<file path="config.mk">
export PLATFORM = sky130hd
export DESIGN_NAME = md_req_queue_flat
export DESIGN_NICKNAME = d
export VERILOG_FILES = /design/src/rtl/md_req_queue_if.sv /design/src/rtl/md_req_queue.sv /design/src/flat_wrapper.sv
export SDC_FILE = /design/constraint.sdc
export NUM_CORES = 1
export LEC_CHECK = 0
export ABC_CLOCK_PERIOD_IN_PS = 2800
export BUFFER_PORTS_ARGS = -buffer_cell sky130_fd_sc_hd__buf_2
export CORE_MARGIN = 2
export CORE_UTILIZATION = 59
export DETAILED_ROUTE_END_ITERATION = 8
export GPL_ROUTABILITY_DRIVEN = 0
export PLACE_DENSITY = 0.8
export SYNTH_ARGS = -nofsm -noshare
export SYNTH_HDL_FRONTEND = slang
export SYNTH_SLANG_ARGS = --single-unit
</file>
<file path="constraint.sdc">
create_clock -name clk -period 2.8 [get_ports clk]
set_clock_uncertainty 0.15 [all_clocks]
set_input_delay 0.42 -clock clk [delete_from_list [all_inputs] [get_ports clk]]
set_output_delay 0.42 -clock clk [all_outputs]
set_load 0.01 [all_outputs]
</file>
<file path="src/rtl/md_req_queue_if.sv">
// md_req_queue_if: issue-side enqueue port and md-unit request/response
// handshake for md_req_queue. The queue binds the slave modport; whatever
// drives requests in and plays the md unit binds the master modport.
interface md_req_queue_if #(
  parameter int DEPTH   = 4,
  parameter int XPR_LEN = 32,
  parameter int OP_W    = 2,
  parameter int SEL_W   = 2
);
  localparam int CNT_W = $clog2(DEPTH + 1);

  // Enqueue side (from pipeline issue)
  logic               enq_valid;
  logic               enq_ready;
  logic               enq_in_1_signed;
  logic               enq_in_2_signed;
  logic [OP_W-1:0]    enq_op;
  logic [SEL_W-1:0]   enq_out_sel;
  logic [XPR_LEN-1:0] enq_in_1;
  logic [XPR_LEN-1:0] enq_in_2;

  // Request side (to md unit)
  logic               req_valid;
  logic               req_ready;
  logic               req_in_1_signed;
  logic               req_in_2_signed;
  logic [OP_W-1:0]    req_op;
  logic [SEL_W-1:0]   req_out_sel;
  logic [XPR_LEN-1:0] req_in_1;
  logic [XPR_LEN-1:0] req_in_2;

  // Response retirement and status
  logic               resp_valid;
  logic [CNT_W-1:0]   count;
  logic               busy;

  modport slave (
    input  enq_valid, enq_in_1_signed, enq_in_2_signed, enq_op, enq_out_sel,
           enq_in_1, enq_in_2, req_ready, resp_valid,
    output enq_ready, req_valid, req_in_1_signed, req_in_2_signed, req_op,
           req_out_sel, req_in_1, req_in_2, count, busy
  );

  modport master (
    output enq_valid, enq_in_1_signed, enq_in_2_signed, enq_op, enq_out_sel,
           enq_in_1, enq_in_2, req_ready, resp_valid,
    input  enq_ready, req_valid, req_in_1_signed, req_in_2_signed, req_op,
           req_out_sel, req_in_1, req_in_2, count, busy
  );
endinterface

</file>
<file path="src/rtl/md_req_queue.sv">
// md_req_queue: DEPTH-entry FIFO in front of the multiply/divide unit.
// Presents the head entry on the req_* handshake and allows only one
// operation in flight: after an issue, the next request waits until
// resp_valid retires the current one.
// Optional feature macro MD_REQ_QUEUE_STATS_EN adds issue_cnt/stall_cnt
// performance counters; without it those ports do not exist.
module md_req_queue #(
  parameter int DEPTH   = 4,
  parameter int XPR_LEN = 32,
  parameter int OP_W    = 2,
  parameter int SEL_W   = 2
) (
  input  logic        clk,
  input  logic        reset,   // asynchronous, active-low
  md_req_queue_if.slave q
`ifdef MD_REQ_QUEUE_STATS_EN
  ,
  output logic [31:0] issue_cnt,
  output logic [31:0] stall_cnt
`endif
);

  localparam int PTR_W = $clog2(DEPTH);
  localparam int CNT_W = $clog2(DEPTH + 1);
  localparam logic [CNT_W-1:0] FULL = CNT_W'(DEPTH);

  // In-flight tracker: IDLE may issue, INFLIGHT waits for resp_valid.
  localparam logic [0:0] IDLE     = 1'b0;
  localparam logic [0:0] INFLIGHT = 1'b1;

  typedef struct packed {
    logic               in_1_signed;
    logic               in_2_signed;
    logic [OP_W-1:0]    op;
    logic [SEL_W-1:0]   out_sel;
    logic [XPR_LEN-1:0] in_1;
    logic [XPR_LEN-1:0] in_2;
  } entry_t;

  entry_t             mem_q [DEPTH];
  entry_t             enq_entry;
  entry_t             head;
  logic [PTR_W-1:0]   wr_ptr_q, wr_ptr_d;
  logic [PTR_W-1:0]   rd_ptr_q, rd_ptr_d;
  logic [CNT_W-1:0]   count_q, count_d;
  logic [0:0]         state_q, state_d;
  logic               push;
  logic               issue;
  logic               req_valid;

  assign enq_entry = '{
    in_1_signed: q.enq_in_1_signed,
    in_2_signed: q.enq_in_2_signed,
    op:          q.enq_op,
    out_sel:     q.enq_out_sel,
    in_1:        q.enq_in_1,
    in_2:        q.enq_in_2
  };

  // Handshake qualifiers; enq_ready looks only at registered occupancy so it
  // never depends on a same-cycle dequeue.
  assign q.enq_ready = (count_q != FULL);
  assign req_valid   = (count_q != '0) && (state_q == IDLE);
  assign push        = q.enq_valid && q.enq_ready;
  assign issue       = req_valid && q.req_ready;

  // Head entry straight from storage: req_* only change on a clock edge.
  assign head              = mem_q[rd_ptr_q];
  assign q.req_valid       = req_valid;
  assign q.req_in_1_signed = head.in_1_signed;
  assign q.req_in_2_signed = head.in_2_signed;
  assign q.req_op          = head.op;
  assign q.req_out_sel     = head.out_sel;
  assign q.req_in_1        = head.in_1;
  assign q.req_in_2        = head.in_2;
  assign q.count           = count_q;
  assign q.busy            = (state_q == INFLIGHT);

  // Next-state for pointers, occupancy and the in-flight tracker.
  // NOTE: every always_comb output gets a default first so no path can leave
  // it unassigned and infer a latch.
  always_comb begin
    wr_ptr_d = wr_ptr_q;
    rd_ptr_d = rd_ptr_q;
    count_d  = count_q;
    state_d  = state_q;
    if (push)  wr_ptr_d = wr_ptr_q + PTR_W'(1);
    if (issue) rd_ptr_d = rd_ptr_q + PTR_W'(1);
    case ({push, issue})
      2'b10:   count_d = count_q + CNT_W'(1);
      2'b01:   count_d = count_q - CNT_W'(1);
      default: count_d = count_q;
    endcase
    case (state_q)
      IDLE:     if (issue)        state_d = INFLIGHT;
      INFLIGHT: if (q.resp_valid) state_d = IDLE;
      default:  state_d = IDLE;
    endcase
  end

  // Control registers.
  // NOTE: sequential state uses non-blocking assignments so every register
  // samples pre-edge values regardless of statement order.
  always_ff @(posedge clk or negedge reset) begin
    if (!reset) begin
      wr_ptr_q <= '0;
      rd_ptr_q <= '0;
      count_q  <= '0;
      state_q  <= IDLE;
    end else begin
      wr_ptr_q <= wr_ptr_d;
      rd_ptr_q <= rd_ptr_d;
      count_q  <= count_d;
      state_q  <= state_d;
    end
  end

  // Entry storage, written at the tail on each accepted push.
  // NOTE: storage is reset because req_* must read zero out of reset; this
  // keeps the array in flops rather than a RAM macro.
  always_ff @(posedge clk or negedge reset) begin
    if (!reset) begin
      for (int i = 0; i < DEPTH; i++) mem_q[i] <= '0;
    end else if (push) begin
      mem_q[wr_ptr_q] <= enq_entry;
    end
  end

`ifdef MD_REQ_QUEUE_STATS_EN
  logic [31:0] issue_cnt_q;
  logic [31:0] stall_cnt_q;

  // Performance counters: issues, and cycles with work queued behind an
  // in-flight op. Both wrap naturally at 2^32.
  always_ff @(posedge clk or negedge reset) begin
    if (!reset) begin
      issue_cnt_q <= '0;
      stall_cnt_q <= '0;
    end else begin
      if (issue) issue_cnt_q <= issue_cnt_q + 32'd1;
      if ((count_q != '0) && (state_q == INFLIGHT)) stall_cnt_q <= stall_cnt_q + 32'd1;
    end
  end

  assign issue_cnt = issue_cnt_q;
  assign stall_cnt = stall_cnt_q;
`endif

endmodule

</file>
<file path="src/flat_wrapper.sv">
// flat-port wrapper written by rule: the top's interface ports become plain ports
module md_req_queue_flat 
#(
  parameter int DEPTH   = 4,
  parameter int XPR_LEN = 32,
  parameter int OP_W    = 2,
  parameter int SEL_W   = 2
)
  (clk, reset, q_enq_valid, q_enq_in_1_signed, q_enq_in_2_signed, q_enq_op, q_enq_out_sel, q_enq_in_1, q_enq_in_2, q_req_ready, q_resp_valid, q_enq_ready, q_req_valid, q_req_in_1_signed, q_req_in_2_signed, q_req_op, q_req_out_sel, q_req_in_1, q_req_in_2, q_count, q_busy);
  md_req_queue_if #(.DEPTH(DEPTH), .XPR_LEN(XPR_LEN), .OP_W(OP_W), .SEL_W(SEL_W)) q_i ();
  input  logic clk;
  input  logic reset;
  input wire logic [$bits(q_i.enq_valid)-1:0] q_enq_valid;
  input wire logic [$bits(q_i.enq_in_1_signed)-1:0] q_enq_in_1_signed;
  input wire logic [$bits(q_i.enq_in_2_signed)-1:0] q_enq_in_2_signed;
  input wire logic [$bits(q_i.enq_op)-1:0] q_enq_op;
  input wire logic [$bits(q_i.enq_out_sel)-1:0] q_enq_out_sel;
  input wire logic [$bits(q_i.enq_in_1)-1:0] q_enq_in_1;
  input wire logic [$bits(q_i.enq_in_2)-1:0] q_enq_in_2;
  input wire logic [$bits(q_i.req_ready)-1:0] q_req_ready;
  input wire logic [$bits(q_i.resp_valid)-1:0] q_resp_valid;
  output wire logic [$bits(q_i.enq_ready)-1:0] q_enq_ready;
  output wire logic [$bits(q_i.req_valid)-1:0] q_req_valid;
  output wire logic [$bits(q_i.req_in_1_signed)-1:0] q_req_in_1_signed;
  output wire logic [$bits(q_i.req_in_2_signed)-1:0] q_req_in_2_signed;
  output wire logic [$bits(q_i.req_op)-1:0] q_req_op;
  output wire logic [$bits(q_i.req_out_sel)-1:0] q_req_out_sel;
  output wire logic [$bits(q_i.req_in_1)-1:0] q_req_in_1;
  output wire logic [$bits(q_i.req_in_2)-1:0] q_req_in_2;
  output wire logic [$bits(q_i.count)-1:0] q_count;
  output wire logic [$bits(q_i.busy)-1:0] q_busy;
  assign q_i.enq_valid = q_enq_valid;
  assign q_i.enq_in_1_signed = q_enq_in_1_signed;
  assign q_i.enq_in_2_signed = q_enq_in_2_signed;
  assign q_i.enq_op = q_enq_op;
  assign q_i.enq_out_sel = q_enq_out_sel;
  assign q_i.enq_in_1 = q_enq_in_1;
  assign q_i.enq_in_2 = q_enq_in_2;
  assign q_i.req_ready = q_req_ready;
  assign q_i.resp_valid = q_resp_valid;
  assign q_enq_ready = q_i.enq_ready;
  assign q_req_valid = q_i.req_valid;
  assign q_req_in_1_signed = q_i.req_in_1_signed;
  assign q_req_in_2_signed = q_i.req_in_2_signed;
  assign q_req_op = q_i.req_op;
  assign q_req_out_sel = q_i.req_out_sel;
  assign q_req_in_1 = q_i.req_in_1;
  assign q_req_in_2 = q_i.req_in_2;
  assign q_count = q_i.count;
  assign q_busy = q_i.busy;
  md_req_queue #(.DEPTH(DEPTH), .XPR_LEN(XPR_LEN), .OP_W(OP_W), .SEL_W(SEL_W)) u_core (.clk(clk), .reset(reset), .q(q_i));
endmodule
</file>
## Word level (Yosys, flattened, before mapping)

Cells that the tools add are included.

| word-level totals | value |
|---|---|
| flip-flop bits (word level) | 288 |
| input bits | 75 |
| logic and storage cells | 57 |
| output and inout port bits | 76 |

| cells by class | value |
|---|---|
| magnitude comparators | 3 |
| bitwise gates (word level) | 3 |
| $add $sub $neg | 4 |
| equality and inequality tests | 3 |
| muxes and demuxes | 10 |
| reductions and logical operators | 6 |

Operators with widths:

| operator | count |
|---|---|
| 280-bit bitwise mux | 1 |
| 70-bit 2-to-1 mux | 3 |
| 70-bit binary-select mux with 2-bit select | 1 |
| 70-bit demux with 2-bit select | 1 |
| 3-bit greater-or-equal comparator, second input constant | 2 |
| 2-bit inverter with 3-bit output | 2 |
| 3-bit case mux with 2 select lines | 1 |
| 2-bit by 1-bit adder with 2-bit output, second input constant | 2 |
| 1-bit logical AND | 4 |
| 3-bit by 1-bit adder with 3-bit output, second input constant | 1 |
| 3-bit by 1-bit less-than comparator with 1-bit output, second input constant | 1 |
| 3-bit inequality test, second input constant | 1 |
| 3-bit nonzero test | 1 |
| 3-bit by 1-bit subtractor with 3-bit output, second input constant | 1 |
| 2-bit by 1-bit == test with 1-bit output, second input constant | 1 |
| 2-bit == test, second input constant | 1 |
| 1-bit 2-to-1 mux | 2 |
| 1-bit case mux with 2 select lines | 1 |
| 2-bit nonzero test | 1 |
| 1-bit inverter | 1 |

## Depth between registers and ports, before layout

| depth | value |
|---|---|
| depth after elaboration | 6 |
| gate-level depth with buffers | 9 |
| depth with buffers taken out | 8 |

## Worst setup path after synthesis

Ideal clock, no wire load.

| path | value |
|---|---|
| path type | register -> register |
| from | register u_core.count_q[0], in the netlist u_core.q.count[0] |
| to | register u_core.count_q[2], in the netlist u_core.q.count[2] |
| library setup time | 79 ps |
| required time | 2571 ps |
| data arrival time | 2031 ps |
| stages on the path, launching flop included | 10 |
| period minus slack after synthesis | 2261 ps |
| path slack | 539 ps |
| path buffers | 1 |
| path through | dfrtp_1 > or3b_1 > buf_6 > nand2_1 > ha_1 > inv_1 > fa_1 > xor2_1 > nor2_1 > xor2_1 |

| between the ends | value |
|---|---|
| elaborated cells on any way between the ends | 11 |
| classes of those cells | add/sub: 2; eq/ne: 3; mux: 1; reduce/logical: 5 |

RTL lines:

| item | line | source |
|---|---|---|
| start, declared | md_req_queue.sv:45 | `logic [CNT_W-1:0] count_q, count_d;` |
| start signal, assigned | md_req_queue.sv:113 | `count_q <= count_d;` |
| 3-bit inequality test * | md_req_queue.sv:62 | `assign q.enq_ready = (count_q != FULL);` |
| named net q_enq_ready | flat_wrapper.sv:22 | `output wire logic [$bits(q_i.enq_ready)-1:0] q_enq_ready;` |
| 1-bit logical AND * | md_req_queue.sv:64 | `assign push = q.enq_valid && q.enq_ready;` |
| 2-bit by 1-bit == test with 1-bit output / 2-bit == test (equally long branches) | md_req_queue.sv:89 | `case ({push, issue})` |
| 3-bit case mux with 2 select lines / 2-bit nonzero test (equally long branches) | n/a |  |

The timed path passes the listed nets; every way through them passes the cells marked *.
A chain may end at the register's enable or synchronous reset.

## Final worst setup path

| path | value |
|---|---|
| from | register u_core.rd_ptr_q[0] |
| to | output port q_req_in_2[31] |

| between the ends | value |
|---|---|
| word-level cells in the longest chain between the ends | 4 |

Ends and longest elaborated chain:

| item | line | source |
|---|---|---|
| start, declared | md_req_queue.sv:44 | `logic [PTR_W-1:0] rd_ptr_q, rd_ptr_d;` |
| start signal, assigned | md_req_queue.sv:112 | `rd_ptr_q <= rd_ptr_d;` |
| 2-bit inverter with 3-bit output (implied by the code) | md_req_queue.sv:68 | `assign head = mem_q[rd_ptr_q];` |
| 70-bit binary-select mux with 2-bit select | md_req_queue.sv:68 |  |
| 70-bit 2-to-1 mux (implied by the code) (2 in a row) | md_req_queue.sv:68 |  |
| end, declared | flat_wrapper.sv:29 | `output wire logic [$bits(q_i.req_in_2)-1:0] q_req_in_2;` |

No other way between the ends. The select of a mux whose other input is x is not followed.

==> flow_summary.yaml <==
drt:
  met2_length_um: 13000
  route.top_layer_used: "met4"
  via_per_inst: 5.54
  totalWireLength_um: 27600
  wl_met1_um: 12600
  drc: 0
  via_count: 7050
  wire_per_inst_um: 21.6
  firstDrtPassIters: 4
  ant_nets: 0
  wl_met3_um: 1450
  first_iter_violations: 334
logic_synthesis:
  async_flop_share: 1.00
  netlist_area_um2: 14000
  synth_nets: 801
  synth_flop_cell: "dfrtp_1"
  syn_area_per_cell_um2: 19.4
  yosys.area.top_type_share: 0.515
  synth_most_common_cell: "dfrtp_1"
  synth_edf_count: 0
  ys_types: 21
  ys_seq_area_frac: 0.515
  synthTopCellsByArea: "dfrtp_1 52%, mux2_4 30%, mux4_2 11%"
  synth_common_cells: "288 x dfrtp_1, 280 x mux2_4, 70 x mux4_2"
  ys_ff_latch: 288
  synth_area_leader_cell: "dfrtp_1"
  yosys_warnings: 0
  synth_cells: 720
grt:
  track_usage: 0.231
  grt_pass1_wl_um: 45100
  grt_max_degree: 77
  grt_antenna_before_repair: 0
  grt_pass1_vias: 8095
  gr-total-overflow: 0
die:
  dieArea_um2: 24900
  start_util: 0.599
  die_w_um: 158
  die_h_um: 158
  core_area_um2: 23300
  row_count: 56
  ios: 151
min_path:
  hold_path.class: "primary input to register"
  holdPathEnd: "u_core.mem_q[244]$_DFFE_PN0P_"
  holdPathStages: 2
  hold_start: "q_enq_in_1[2]"
timing:
  worst_slew_pin_slew_ns: 0.627
  setup_tns_ns: 0
  slew_headroom: 0.582
  hold_viol: 0
  finalMaxSlewViolations: 0
  setup_violations: 0
  rsz0062_at_grt: "false"
  post-route-period-util: 0.934
  whs_ns: 0.0102
  max_freq_mhz: 382
  finalCriticalPeriod_ns: 2.61
  setup_ws_ns: 0.185
pwr:
  pwr-share-seq: 0.360
  p_clk_frac: 0.183
  max-vdd-ir-drop_uv: 751
  combinationalPowerShare: 0.457
  p_switching_uw: 6470
  p_int_uw: 14900
  powerDensity_nw_per_um2: 1310
  p_leak_uw: 0.00748
  power_switching_share: 0.304
finish:
  area_growth_pct: 16.6
  n_antenna_cell: 0
  drive_above_1_share: 0.605
  fin_util: 0.699
  finalNetCount: 1015
  finalInstanceArea_um2: 16300
clock_tree:
  h-tree-depth: 1
  clk_path_buf_depth: 3
  cts-root-buf: "clkbuf_16"
  cts_made_buffers: 30
  cts_tree: "built"
  worstSkewPairLatency_ns: 0.54
  clock_sinks: 288
  clkTransAtPathRegs_ns: 0.06
critical_path:
  cp_slowest_cell: "mux4_2"
  crit_arrival_ns: 2.04
  cp_slowest_stage_delay_ns: 0.56
  critPathCaptureType: "primary output"
  worstReg2RegStart: "u_core.q.count[0]$_DFFE_PN0P_"
  cp.required_ns: 2.23
  critPathTopFamily: "multiplexers"
  start_kind: "register"
  r2r_end: "u_core.q.count[2]$_DFFE_PN0P_"
  timing.critical_path.buf_inv: 2
  cp-startpoint: "u_core.rd_ptr_q[0]$_DFFE_PN0P_"
  critPathKind: "register to primary output"
  reg2reg_slack_ns: 0.47
  cp_max_fo: 21
  path_cells: "buf_12, mux4_2, buf_2"
  reg2regPathDepth: 8
flow_run:
  max_cap_viol_count: 0
placed_design:
  placed_cell_area_um2: 14800
  port_buffers: 150
  place.detailed.hpwl_um: 16300
  dp_slack_ns: 0.502
outcome:
  status: "finished, final reports clean"
==> state kept, by name, summed over array words and instances, names as in the netlist <==
signal	cells
u_core.mem_q	280
u_core.q.busy	1
u_core.q.count	3
u_core.rd_ptr_q	2
u_core.wr_ptr_q	2
==> cell families after synthesis <==
group           synth area share
flops                      0.515
mux                        0.415
xor+xnor                 0.00376
fa+ha+maj                0.00591
simple gates             0.00618
buf+inv                   0.0532
compound gates          0.000537
==> timing repair <==
action,4_1_cts,5_1_grt
resized for setup,0,0
hold buffers,53,0
buffers inserted,3,0
setup endpoints to repair,19,0
endpoints found under the hold margin,225,0
==> how the worst max path moves through the flow <==
stage,cells past startpoint,end
4_1_cts,3,q_req_in_2[31]
6_report,3,q_req_in_2[31]
3_5_place_dp,8,u_core.q.count[2]$_DFFE_PN0P_
5_1_grt,3,q_req_in_2[31]
2_1_floorplan,9,u_core.q.count[2]$_DFFE_PN0P_
3_3_place_gp,8,u_core.q.count[2]$_DFFE_PN0P_
==> cells in the final DEF, fill, tap and decap left out, types with 2 or more instances in the layout <==
master / instances
buf_4: 14
clkbuf_8: 8
nand2_1: 2
dfrtp_1: 286
buf_2: 149
clkinv_2: 2
inv_1: 6
ha_1: 5
and3_4: 4
xnor2_1: 2
mux4_2: 70
clkbuf_1: 10
nor3_1: 2
buf_12: 14
xor2_1: 4
nor2_1: 2
clkbuf_16: 31
mux2_4: 280
dfrtp_4: 2
dlygate4sd3_1: 53
==> final cells by class <==
class	instances	area, um2
Timing Repair Buffer	231	1680
Clock inverter	3	40.0
Tap cell	319	399
Multi-Input combinational cell	377	6030
Clock buffer	49	923
Sequential cell	288	7210
Fill cell	1510	7030
Inverter	6	22.5
==> layer usage <==
layer  vias to the layer above  GRT usage
li1                       3082          -
met5                         -          0
met1                      3767      0.334
met2                       162      0.368
met4                         0     0.0455
met3                        39     0.0476
==> power by group through the flow <==
stage / Sequential, uW / Combinational (uW) / Clock [uW]
floorplan: 7140 / 7930 / 0
global placement: 7620 / 9450 / 0
detailed placement: 7650 / 9670 / 0
CTS: 7630 / 9850 / 3980
global route: 7910 / 10400 / 4160
finish: 7670 / 9760 / 3900
==> stage by stage <==
step | power, uW | cells
final | 21300 | 1273
after global routing | 22500 | 1273
after CTS | 21500 | 1273
after detailed placement | 17300 | 1165
after global placement | 17100 | 1165
after floorplan | 15100 | 720
(Power assumes the default switching activity.)
